==> config.mk <==
export PLATFORM = sky130hd
export DESIGN_NAME = mem_arbiter
export DESIGN_NICKNAME = d
export VERILOG_FILES = /design/src/rtl/mem_arb_pkg.sv /design/src/rtl/mem_arbiter_arb_pick.sv /design/src/rtl/mem_arbiter.sv
export SDC_FILE = /design/constraint.sdc
export NUM_CORES = 1
export LEC_CHECK = 0
export ABC_AREA = 1
export CORE_MARGIN = 3
export CORE_UTILIZATION = 32
export CTS_CLUSTER_DIAMETER = 30
export DETAILED_ROUTE_END_ITERATION = 12
export DONT_BUFFER_PORTS = 1
export GPL_TIMING_DRIVEN = 0
export REMOVE_ABC_BUFFERS = 1
export SLEW_MARGIN = 20
export SYNTH_ARGS = -nofsm -noshare
export SYNTH_HDL_FRONTEND = slang
export SYNTH_SLANG_ARGS = --single-unit
==> constraint.sdc <==
create_clock -name clk -period 2.25 [get_ports clk]
set_input_delay 0 -clock clk [delete_from_list [all_inputs] [get_ports clk]]
set_output_delay 0 -clock clk [all_outputs]
set_load 0.02 [all_outputs]
==> src/rtl/mem_arb_pkg.sv <==
// Shared types for the memory arbiter: FSM state encoding and requester IDs.
// Optional round-robin arbitration is enabled with the MEM_ARB_RR_EN macro.
package mem_arb_pkg;

    typedef enum logic [1:0] {
        IDLE   = 2'd0,
        GNT_IF = 2'd1,
        GNT_DM = 2'd2,
        RESP   = 2'd3
    } state_t;

    localparam logic REQ_IF = 1'b0;
    localparam logic REQ_DM = 1'b1;

endpackage

==> src/rtl/mem_arbiter_arb_pick.sv <==
// Combinational winner selection between the fetch (IF) and data (DM) requesters.
// With MEM_ARB_RR_EN defined, ties are broken against the last granted side.
module arb_pick
    import mem_arb_pkg::*;
(
    input  logic if_req,
    input  logic dm_req,
    input  logic halt,
    input  logic last,
    output logic winner,
    output logic valid
);

    logic if_ok;

    assign if_ok = if_req & ~halt;

`ifndef MEM_ARB_RR_EN
    // Fixed priority ignores the pointer; keep it visibly consumed.
    logic unused_last;
    assign unused_last = last;
`endif

    always_comb begin
        winner = REQ_IF;
        valid  = if_ok | dm_req;
        if (dm_req && if_ok) begin
`ifdef MEM_ARB_RR_EN
            winner = (last == REQ_DM) ? REQ_IF : REQ_DM;
`else
            winner = REQ_DM;
`endif
        end else if (dm_req) begin
            winner = REQ_DM;
        end
    end

endmodule

==> src/rtl/mem_arbiter.sv <==
// Two-port arbiter sharing one memory between instruction fetch and data access.
// Define MEM_ARB_RR_EN for round-robin tie breaking; default is fixed DM priority.
module mem_arbiter
    import mem_arb_pkg::*;
#(
    parameter int AW = 16,
    parameter int DW = 16
) (
    input  logic          clk,
    input  logic          rst,
    input  logic          halt,
    input  logic          if_req,
    input  logic [AW-1:0] if_addr,
    output logic [DW-1:0] if_rdata,
    output logic          if_done,
    input  logic          dm_req,
    input  logic          dm_wr,
    input  logic [AW-1:0] dm_addr,
    input  logic [DW-1:0] dm_wdata,
    output logic [DW-1:0] dm_rdata,
    output logic          dm_done,
    output logic          mem_en,
    output logic          mem_wr,
    output logic [AW-1:0] mem_addr,
    output logic [DW-1:0] mem_wdata,
    input  logic [DW-1:0] mem_rdata,
    input  logic          mem_done,
    output logic          busy
);

    state_t        state;
    logic [AW-1:0] hold_addr;
    logic          hold_wr;
    logic [DW-1:0] hold_wdata;
    logic          last_grant;
    logic          pick_winner;
    logic          pick_valid;

    arb_pick u_arb_pick (
        .if_req (if_req),
        .dm_req (dm_req),
        .halt   (halt),
        .last   (last_grant),
        .winner (pick_winner),
        .valid  (pick_valid)
    );

    // The memory bus is driven straight from the hold registers so it cannot
    // follow requester inputs once a grant has been taken.
    assign mem_addr  = hold_addr;
    assign mem_wdata = hold_wdata;
    assign mem_wr    = mem_en & hold_wr;

`ifdef MEM_ARB_RR_EN
    always_ff @(posedge clk or posedge rst) begin
        if (rst) begin
            last_grant <= REQ_IF;
        end else if (state == IDLE && pick_valid) begin
            last_grant <= pick_winner;
        end
    end
`else
    assign last_grant = REQ_IF;
`endif

    always_ff @(posedge clk or posedge rst) begin
        if (rst) begin
            state      <= IDLE;
            hold_addr  <= '0;
            hold_wr    <= 1'b0;
            hold_wdata <= '0;
            mem_en     <= 1'b0;
            if_rdata   <= '0;
            dm_rdata   <= '0;
            if_done    <= 1'b0;
            dm_done    <= 1'b0;
            busy       <= 1'b0;
        end else begin
            if_done <= 1'b0;
            dm_done <= 1'b0;
            case (state)
                IDLE: begin
                    if (pick_valid) begin
                        busy   <= 1'b1;
                        mem_en <= 1'b1;
                        if (pick_winner == REQ_DM) begin
                            state      <= GNT_DM;
                            hold_addr  <= dm_addr;
                            hold_wr    <= dm_wr;
                            hold_wdata <= dm_wdata;
                        end else begin
                            state      <= GNT_IF;
                            hold_addr  <= if_addr;
                            hold_wr    <= 1'b0;
                            hold_wdata <= '0;
                        end
                    end
                end
                GNT_IF: begin
                    if (mem_done) begin
                        if_rdata <= mem_rdata;
                        if_done  <= 1'b1;
                        mem_en   <= 1'b0;
                        state    <= RESP;
                    end
                end
                GNT_DM: begin
                    if (mem_done) begin
                        dm_rdata <= mem_rdata;
                        dm_done  <= 1'b1;
                        mem_en   <= 1'b0;
                        state    <= RESP;
                    end
                end
                RESP: begin
                    busy  <= 1'b0;
                    state <= IDLE;
                end
                default: begin
                    busy   <= 1'b0;
                    mem_en <= 1'b0;
                    state  <= IDLE;
                end
            endcase
        end
    end

endmodule

# ---- Word-level counts from Yosys, hierarchy flattened
# Index checks and enable logic that the tools add are counted.
dict set report word_totals {
  wordCells 46
  reg_bits 71
  out_inout_bits 69
  inputBits 71
}
dict set report op_classes {
  n_reduce_logical 11
  eq_ne 5
  bitwise_logic 4
  n_mux 16
}
# cell n
set ops {}
lappend ops {{16-bit two-way mux} 2}
lappend ops {{2-bit AND reduction} 5}
lappend ops {{1-bit two-way mux} 8}
lappend ops {{2-bit two-way mux} 3}
lappend ops {{2-bit case mux with 3 select lines} 1}
lappend ops {{2-bit equality test, second input constant} 2}
lappend ops {{1-bit case mux with 2 select lines} 2}
lappend ops {{2-bit nonzero test} 2}
lappend ops {{3-bit AND reduction} 1}
lappend ops {{1-bit AND} 2}
lappend ops {{2-bit by 1-bit equality test with 1-bit output, second input constant} 1}
lappend ops {{2-bit zero test} 1}
lappend ops {{2-bit by 1-bit != test with 1-bit output, second input constant} 1}
lappend ops {{2-bit != test, second input constant} 1}
lappend ops {{2-bit OR reduction} 1}
lappend ops {{1-bit logical AND} 1}
lappend ops {{1-bit NOT} 1}
lappend ops {{1-bit OR} 1}

# ---- Logic depth before layout (Yosys ltp)
# Gate-level depths: netlist (run 1).
dict set report logic_depth {
  depth_word 7
  depth_mapped 8
  mapped_depth_nobuf 7
}

# ---- Hierarchy
# A second synthesis (run 1) with hierarchy kept.
dict set report unflattened {
  cells_unflattened 348
  hier_area_um2 3108.0
}
# module seq_area_each_um2 cells_per_inst area_per_inst_um2 instances
set by_module_without_submodules {}
lappend by_module_without_submodules {mem_arbiter 1776.7 343 3089.2 1}
lappend by_module_without_submodules {arb_pick 0.0 5 18.8 1}

# ---- Least setup slack after synthesis (run 1)
# OpenSTA, ideal clock, no wires.
dict set report synth_timing {
  kind {register -> register}
  startpoint {register state[0]}
  endpoint {register hold_addr[0] (netlist: mem_addr[0])}
  stages_incl_launch_ff 9
  setup_ns 0.116
  synth_period_minus_slack_ns 1.272
  setup_slack_ns 0.978
  n_path_buf 2
  required_ns 2.134
  arrival_ns 1.155
  cell_sequence {dfrtp_1 inv_1 ha_1 buf_4 nand2_8 inv_6 buf_12 nand2_2 nand2_1}
}
dict set report synth_via {
  elab_chain_len 2
}
# element line_no
set synth_rtl {}
lappend synth_rtl {{start, declared} mem_arbiter.sv:31} ;# state_t state;
lappend synth_rtl {{start signal, assigned} mem_arbiter.sv:68} ;# state <= IDLE;
lappend synth_rtl {{start signal, assigned} mem_arbiter.sv:87} ;# state <= GNT_DM;
lappend synth_rtl {{start signal, assigned} mem_arbiter.sv:92} ;# state <= GNT_IF;
lappend synth_rtl {{2-bit zero test} mem_arbiter.sv:81} ;# case (state)
lappend synth_rtl {{2-bit AND reduction (no line)} --}
lappend synth_rtl {{end signal, assigned} mem_arbiter.sv:88} ;# hold_addr <= dm_addr;
lappend synth_rtl {{end signal, assigned} mem_arbiter.sv:93} ;# hold_addr <= if_addr;
lappend synth_rtl {{end, declared} mem_arbiter.sv:32} ;# logic [AW-1:0] hold_addr;
# Every way passes these cells.
# A chain may end at the register's enable or synchronous reset.

# ---- Worst setup path after layout (run 1)
dict set report layout_timing {
  startpoint {input port dm_req}
  endpoint {register hold_addr[11] (netlist: mem_addr[11])}
}
dict set report layout_via {
  elab_chain_len 3
  word_cells_on_any_way 6
  cone_classes {mux: 3; bitwise: 1; reduce/logical: 2}
}
# element line_no
set layout_rtl {}
lappend layout_rtl {{start, declared} mem_arbiter.sv:16} ;# input logic dm_req,
lappend layout_rtl {{1-bit two-way mux or 1-bit logical AND (tied branches)} {mem_arbiter_arb_pick.sv:33, mem_arbiter_arb_pick.sv:27}}
lappend layout_rtl {{1-bit two-way mux} mem_arbiter_arb_pick.sv:27} ;# if (dm_req && if_ok) begin
lappend layout_rtl {{16-bit two-way mux} mem_arbiter.sv:86} ;# if (pick_winner == REQ_DM) begin
# Several ways; a longest one is shown, not always the timed one.

==> run metrics, run 1 <==
gpl congestion=0.747; DRT antenna net count=0; crit path buf inv count=5; Clock Tree Buf Depth=2; detailed placement HPWL=4.84 mm; CTS tree=built; DR vias=2611; DRT iter0 DRCs=264; CTS HTree Levels=3; Num CTS Buffers=9; clk_lat worst skew=0.33 ns; Yosys cell types=17; Max IR drop VDD=0.000506 V; met1 Track Usage GR=18.3%; Hold Path Class=primary input to asynchronous set/reset pin; crit path launch type=primary input; Syn Area/Cell=8.65 sq um; Post-Route WL=8.45 mm; GRT Total Usage=16.1%; CP max-delay cell=dlygate4sd3_1; worst clock skew=0.0119 ns; cell family with the largest share of critical-path delay=buffers and inverters; Non-Filler Instances=563; drt via density=4.64; fin area=4130 sq um; total grt overflow=0; fraction of layout instances using a drive strength above 1=7.60%; Synth Cell Area=3110 sq um; Rel. slew slack=32.2%; clk root buf=clkbuf_8; Max Cap Viol=0; Clock Pin Slew Worst Setup and Hold Paths=0.08 ns; Power, Total=5.28 mW; Setup TNS=0 ns; max-slew violations=0; endpoints failing setup=0; core area=9330 sq um; Worst-Margin Slew=1.01 ns; antenna cells=0; die width=105 um; CP Class=primary input to flip-flop; # IOs=140; # placed instances=472; WL per Instance=15.0 um; pin count of the biggest net entering global routing=47; sequential area share after synthesis=57.2%; initial antenna violation count=0; vias in the first global route=2788; # rows=35; met2 usage=27.4%; Die Footprint=10900 sq um; Final Worst Setup Slack=0.209 ns; DRC Markers=0; fmax=0.490 GHz; post-layout util=44.2%; Placed Area=3170 sq um; required time of the worst setup path=2.47 ns; Port Buf Inserts=0; worst hold slack=0.130 ns; Synth-to-Final Area Change=32.8%; Hold Vio Cnt, Final=0; CP dominant cell by count=nand2_1; Critical Path AT=2.26 ns; Initial Util=33.3%; leak pwr=2.13 nW; layer with the highest usage=met2; PwrDens=1280 nW/um^2; dpl ws=0.103 ns; crit-path max cell delay=0.59 ns; min cycle time layout=2.04 ns; # clock sinks=71; met3 Use GR=5.87%; final net count=505; synthesized instance count=359; outcome=finished, final reports clean; number of synthesized register bits=71; Crit. End Element=flip-flop; cells along the critical path=dlygate4sd3_1 -> buf_12 -> inv_8 -> nand2_1 -> dlygate4sd3_1 -> nand2_1 -> dlygate4sd3_1 -> nand2_1 -> nand2_1; crit share post-route=90.7%; Die Y=105 um; first-pass GRT wire length=14.0 mm; crit-path max FO=29; First-pass DRT Iterations=4; Syn. warnings=0; RSZ-0062 raised after global routing=no
[Yosys cell counts]
cell type	instances	share of area, %
nand2_1	167	20
dfrtp_1	71	57
inv_8	1	0.36
o21a_1	1	0.24
nand3_1	20	3.2
o21ai_0	34	5.5
clkbuf_1	4	0.48
buf_4	2	0.48
inv_6	1	0.28
buf_2	6	0.97
ha_1	5	2.0
buf_6	4	1.4
nand2_8	2	1.3
nand4_1	1	0.20
buf_12	1	0.64
inv_1	29	3.5
nand2_2	10	2.0
[path summary, 6_finish.rpt]
check / from / end / slack [ns] / cells past startpoint
worst min-delay path: rst / mem_wdata[15] / 0.13 / 2
max in group asynchronous: rst / mem_wdata[13] / 1.57 / 3
min in group clk: if_req / state[0] / 0.17 / 4
worst min register to register: hold_wr / hold_wr / 0.49 / 2
worst max register to register: state[0] / dm_rdata[0] / 0.39 / 5
worst max-delay path: dm_req / mem_addr[11] / 0.21 / 9
[cells in the final DEF (no fill, tap or decap)]
cell type,netlist,routed
nand2_1,167,167
dlygate4sd3_1,0,74
dfrtp_1,71,71
o21ai_0,34,34
inv_1,29,28
nand3_1,20,20
nand2_2,10,10
clkbuf_8,0,9
ha_1,5,4
clkinv_2,0,3
nand2_8,2,2
inv_8,1,1
inv_6,1,1
inv_4,0,1
o21a_1,1,1
nand4_1,1,1
ha_2,0,1
clkinv_4,0,1
clkinvlp_4,0,1
bufinv_16,0,1
clkbuf_1,4,1
buf_12,1,1
buf_16,0,1
[repair_timing]
item                                    CTS  global route
setup buffers                             0             0
endpoints found under the setup margin    0            18
endpoints found under the hold margin   138             0
hold buffers                             75             0
gates resized for setup                   0             1
[metal layers]
metal  part of all wire [%]  vias up
met5                      0        -
met4                    1.2        0
met3                     10        9
met2                     47      142
met1                     42     1218
li1                       -     1242
[logic make-up (layout without fill, tap and decap cells)]
logic type / after synthesis / in the layout / share of synthesized area [%]
simple gates: 200 / 200 / 26.9
flops: 71 / 71 / 57.2
buf+inv: 48 / 123 / 8.18
compound gates: 35 / 35 / 5.72
fa+ha+maj: 5 / 5 / 2.01
[worst reg2reg max path: stages, from the launching register on]
cell	delay, ns
dfrtp_1	0.41
inv_1	0.10
ha_1	0.20
nand2_1	0.73
nand2_1	0.16
o21ai_0	0.14
[final cells by class]
cell class / instances / area, sq um
clock inverter: 6 / 61.3
tap: 129 / 161
timing repair buffer: 76 / 788
clock buffer: 10 / 128
fill: 884 / 5200
multi-input combinational: 240 / 1080
sequential: 71 / 1780
inverter: 31 / 131
[flip-flops by register name (all words and copies together) (netlist names)]
register   cells
dm_rdata      16
busy           1
mem_wdata     16
if_done        1
mem_addr      16
if_rdata      16
mem_en         1
hold_wr        1
state          2
dm_done        1
[report_power, final]
part	leakage, nW	internal, mW	switching [mW]
registers	0.891	1.85	1.12
clock network	0.0960	0.508	0.462
logic	1.15	0.504	0.833
No activity file was read; power rests on OpenSTA's default activity.
==> inputs of run 2 (changes only) <==
Settings changed: CTS_BUF_LIST set to sky130_fd_sc_hd__clkbuf_4, SYNTH_HIERARCHICAL set to 1.
==> run 2 against run 1 <==
Critical path depth fell by 3. Power rose by 0.12%. Worst setup slack improved by 0.16 ns. Flip-flop and latch count did not move. Core utilization rose by 0.40 points. Critical path type is now flip-flop to flip-flop. Largest cell class unchanged. Largest power group unchanged.
==> run metrics, run 2 <==
Hold Vio Cnt, Final=0 (unchanged); die width=104 um (was 105 um); sw frac=46.3% (was 45.7%); CP max-delay cell=dfrtp_1 (was dlygate4sd3_1); crit-path max FO=51 (was 29); Die Footprint=10900 sq um (about the same); commonest non-fill, non-tap cell in the layout=nand2_1 (unchanged); gpl congestion=0.714 (was 0.747); Max IR drop VDD=0.000493 V (was 0.000506 V); min cycle time layout=1.88 ns (was 2.04 ns); first-pass GRT wire length=13.8 mm (was 14.0 mm); crit-path max cell delay=0.43 ns (was 0.59 ns); PwrDens=1270 nW/um^2 (was 1280 nW/um^2); fin area=4160 sq um (was 4130 sq um); # rows=35 (unchanged); Post-Route WL=8.56 mm (was 8.45 mm); Clk pwr share=18.1% (was 18.4%); Synth-to-Final Area Change=34.1% (was 32.8%); DR vias=2612 (was 2611); max-slew violations=0 (unchanged); Syn Area/Cell=8.95 sq um (was 8.65 sq um); RSZ-0062 raised after global routing=no (unchanged); Initial Util=33.3% (about the same); fraction of layout instances using a drive strength above 1=5.80% (was 7.60%); dpl ws=0.375 ns (was 0.103 ns); crit share post-route=83.5% (was 90.7%); # IOs=140 (unchanged); DRT antenna net count=0 (unchanged); sequential share of power=58.1% (was 56.3%); drt via density=4.66 (was 4.64); vias in the first global route=2714 (was 2788); fmax=0.532 GHz (was 0.490 GHz); worst hold slack=0.0491 ns (was 0.130 ns); core area=9330 sq um (unchanged); Final Worst Setup Slack=0.370 ns (was 0.209 ns); Critical Path AT=2.17 ns (was 2.26 ns); Placed Area=3120 sq um (was 3170 sq um); CP dominant cell by count=inv_1 (was nand2_1); cts repair resizes=0 (unchanged); internal power=2.84 mW (was 2.87 mW); total grt overflow=0 (unchanged); DRT iter0 DRCs=214 (was 264); Syn. warnings=6 (was 0); GRT Total Usage=15.9% (was 16.1%); antenna cells=0 (unchanged); CTS tree=built (unchanged); clk root buf=clkbuf_4 (was clkbuf_8); Worst-Margin Slew=0.548 ns (was 1.01 ns); DRC Markers=0 (unchanged); WL per Instance=15.3 um (was 15.0 um); most frequent cells in the layout=nand2_1 (132), dlygate4sd3_1 (85), dfrtp_1 (71) (was nand2_1 (167), dlygate4sd3_1 (74), dfrtp_1 (71)); Hold Path Class=primary input to asynchronous set/reset pin (unchanged); final net count=502 (was 505); slack of the worst reg-to-reg path=0.37 ns (was 0.39 ns); FF-to-FF path depth=6 (was 5); cells along the critical path=inv_1 -> ha_1 -> nand2_4 -> clkinv_4 -> o21ai_0 -> inv_1 (was dlygate4sd3_1 -> buf_12 -> inv_8 -> nand2_1 -> dlygate4sd3_1 -> nand2_1 -> dlygate4sd3_1 -> nand2_1 -> nand2_1); worst clock skew=0.0259 ns (was 0.0119 ns); Die Y=104 um (was 105 um); First-pass DRT Iterations=4 (unchanged); number of fillers in the final layout=887 (was 884); clk_lat worst skew=0.41 ns (was 0.33 ns); Port Buf Inserts=0 (unchanged); leak pwr=2.07 nW (was 2.13 nW); detailed placement HPWL=4.89 mm (was 4.84 mm); Rel. slew slack=63.5% (was 32.2%); Combinational Power Share=23.8% (was 25.3%); Clock Pin Slew Worst Setup and Hold Paths=0.14 ns (was 0.08 ns); synthesized instance count=347 (was 359); required time of the worst setup path=2.54 ns (was 2.47 ns); Num CTS Buffers=9 (unchanged); outcome=finished, final reports clean (unchanged); Synth Cell Area=3100 sq um (was 3110 sq um); CTS HTree Levels=3 (unchanged); initial antenna violation count=0 (unchanged); endpoints failing setup=0 (unchanged); crit path launch type=flip-flop (was primary input); Clock Tree Buf Depth=2 (unchanged); Setup TNS=0 ns (unchanged); # clock sinks=71 (unchanged); pin count of the biggest net entering global routing=52 (was 47); Power, Total=5.28 mW (about the same); Net Sw Power=2.45 mW (was 2.41 mW); Max Cap Viol=0 (unchanged); CP Class=flip-flop to flip-flop (was primary input to flip-flop); Crit. End Element=flip-flop (unchanged)
## run 2: timing repair
action | CTS | global route
hold buffers | 86 | 0
setup buffers | 0 | 0
hold endpoints to repair | 139 | 0
## run 2: final cells by class
cell class                 instances  area, sq um  area share, %
sequential                        71         1780           42.7
inverter                          48          188           4.51
clock buffer                      10         75.1           1.80
tap                              129          161           3.88
timing repair buffer              87          891           21.4
multi-input combinational        209          978           23.5
clock inverter                     6         92.6           2.22
## run 2: worst paths after layout
kind | start | to
setup / recovery | state[0] | busy
hold / removal | rst | mem_wdata[5]
setup reg to reg | state[0] | busy
hold reg to reg | hold_wr | hold_wr
max in group asynchronous | rst | mem_addr[1]
min in group clk | dm_req | mem_en
## run 2: power groups by stage
stage	Combinational (mW)	Sequential [mW]	Clock [mW]
after floorplan	0.890	2.93	0
after global placement	1.06	3.08	0
after detailed placement	1.13	3.09	0
after CTS	1.26	3.07	1.00
after global routing	1.47	3.13	1.06
final	1.26	3.07	0.957
## run 2: layer usage
layer	vias up	GRT usage [%]	part of all wire, %
met5	-	0	0
met1	1279	17.7	39
met3	6	4.10	5.4
met2	90	28.9	55
li1	1237	-	-
met4	0	6.17	0.85
## run 2: critical path, delay by kind of cell, from the launching register on
| family | cells | cell delay, ns |
|---|---|---|
| AO/OA/AOI/OAI | 1 | 0.20 |
| adder cells (fa/ha/maj) | 1 | 0.25 |
| buffers and inverters | 3 | 0.43 |
| flip-flops | 1 | 0.43 |
| AND/OR/NAND/NOR | 1 | 0.42 |
## run 2: metrics by stage
step	cells	utilization (%)
floorplan	328	-
global placement	457	33.3
detailed placement	458	33.5
CTS	560	44.6
global route	560	44.6
finish	560	44.6
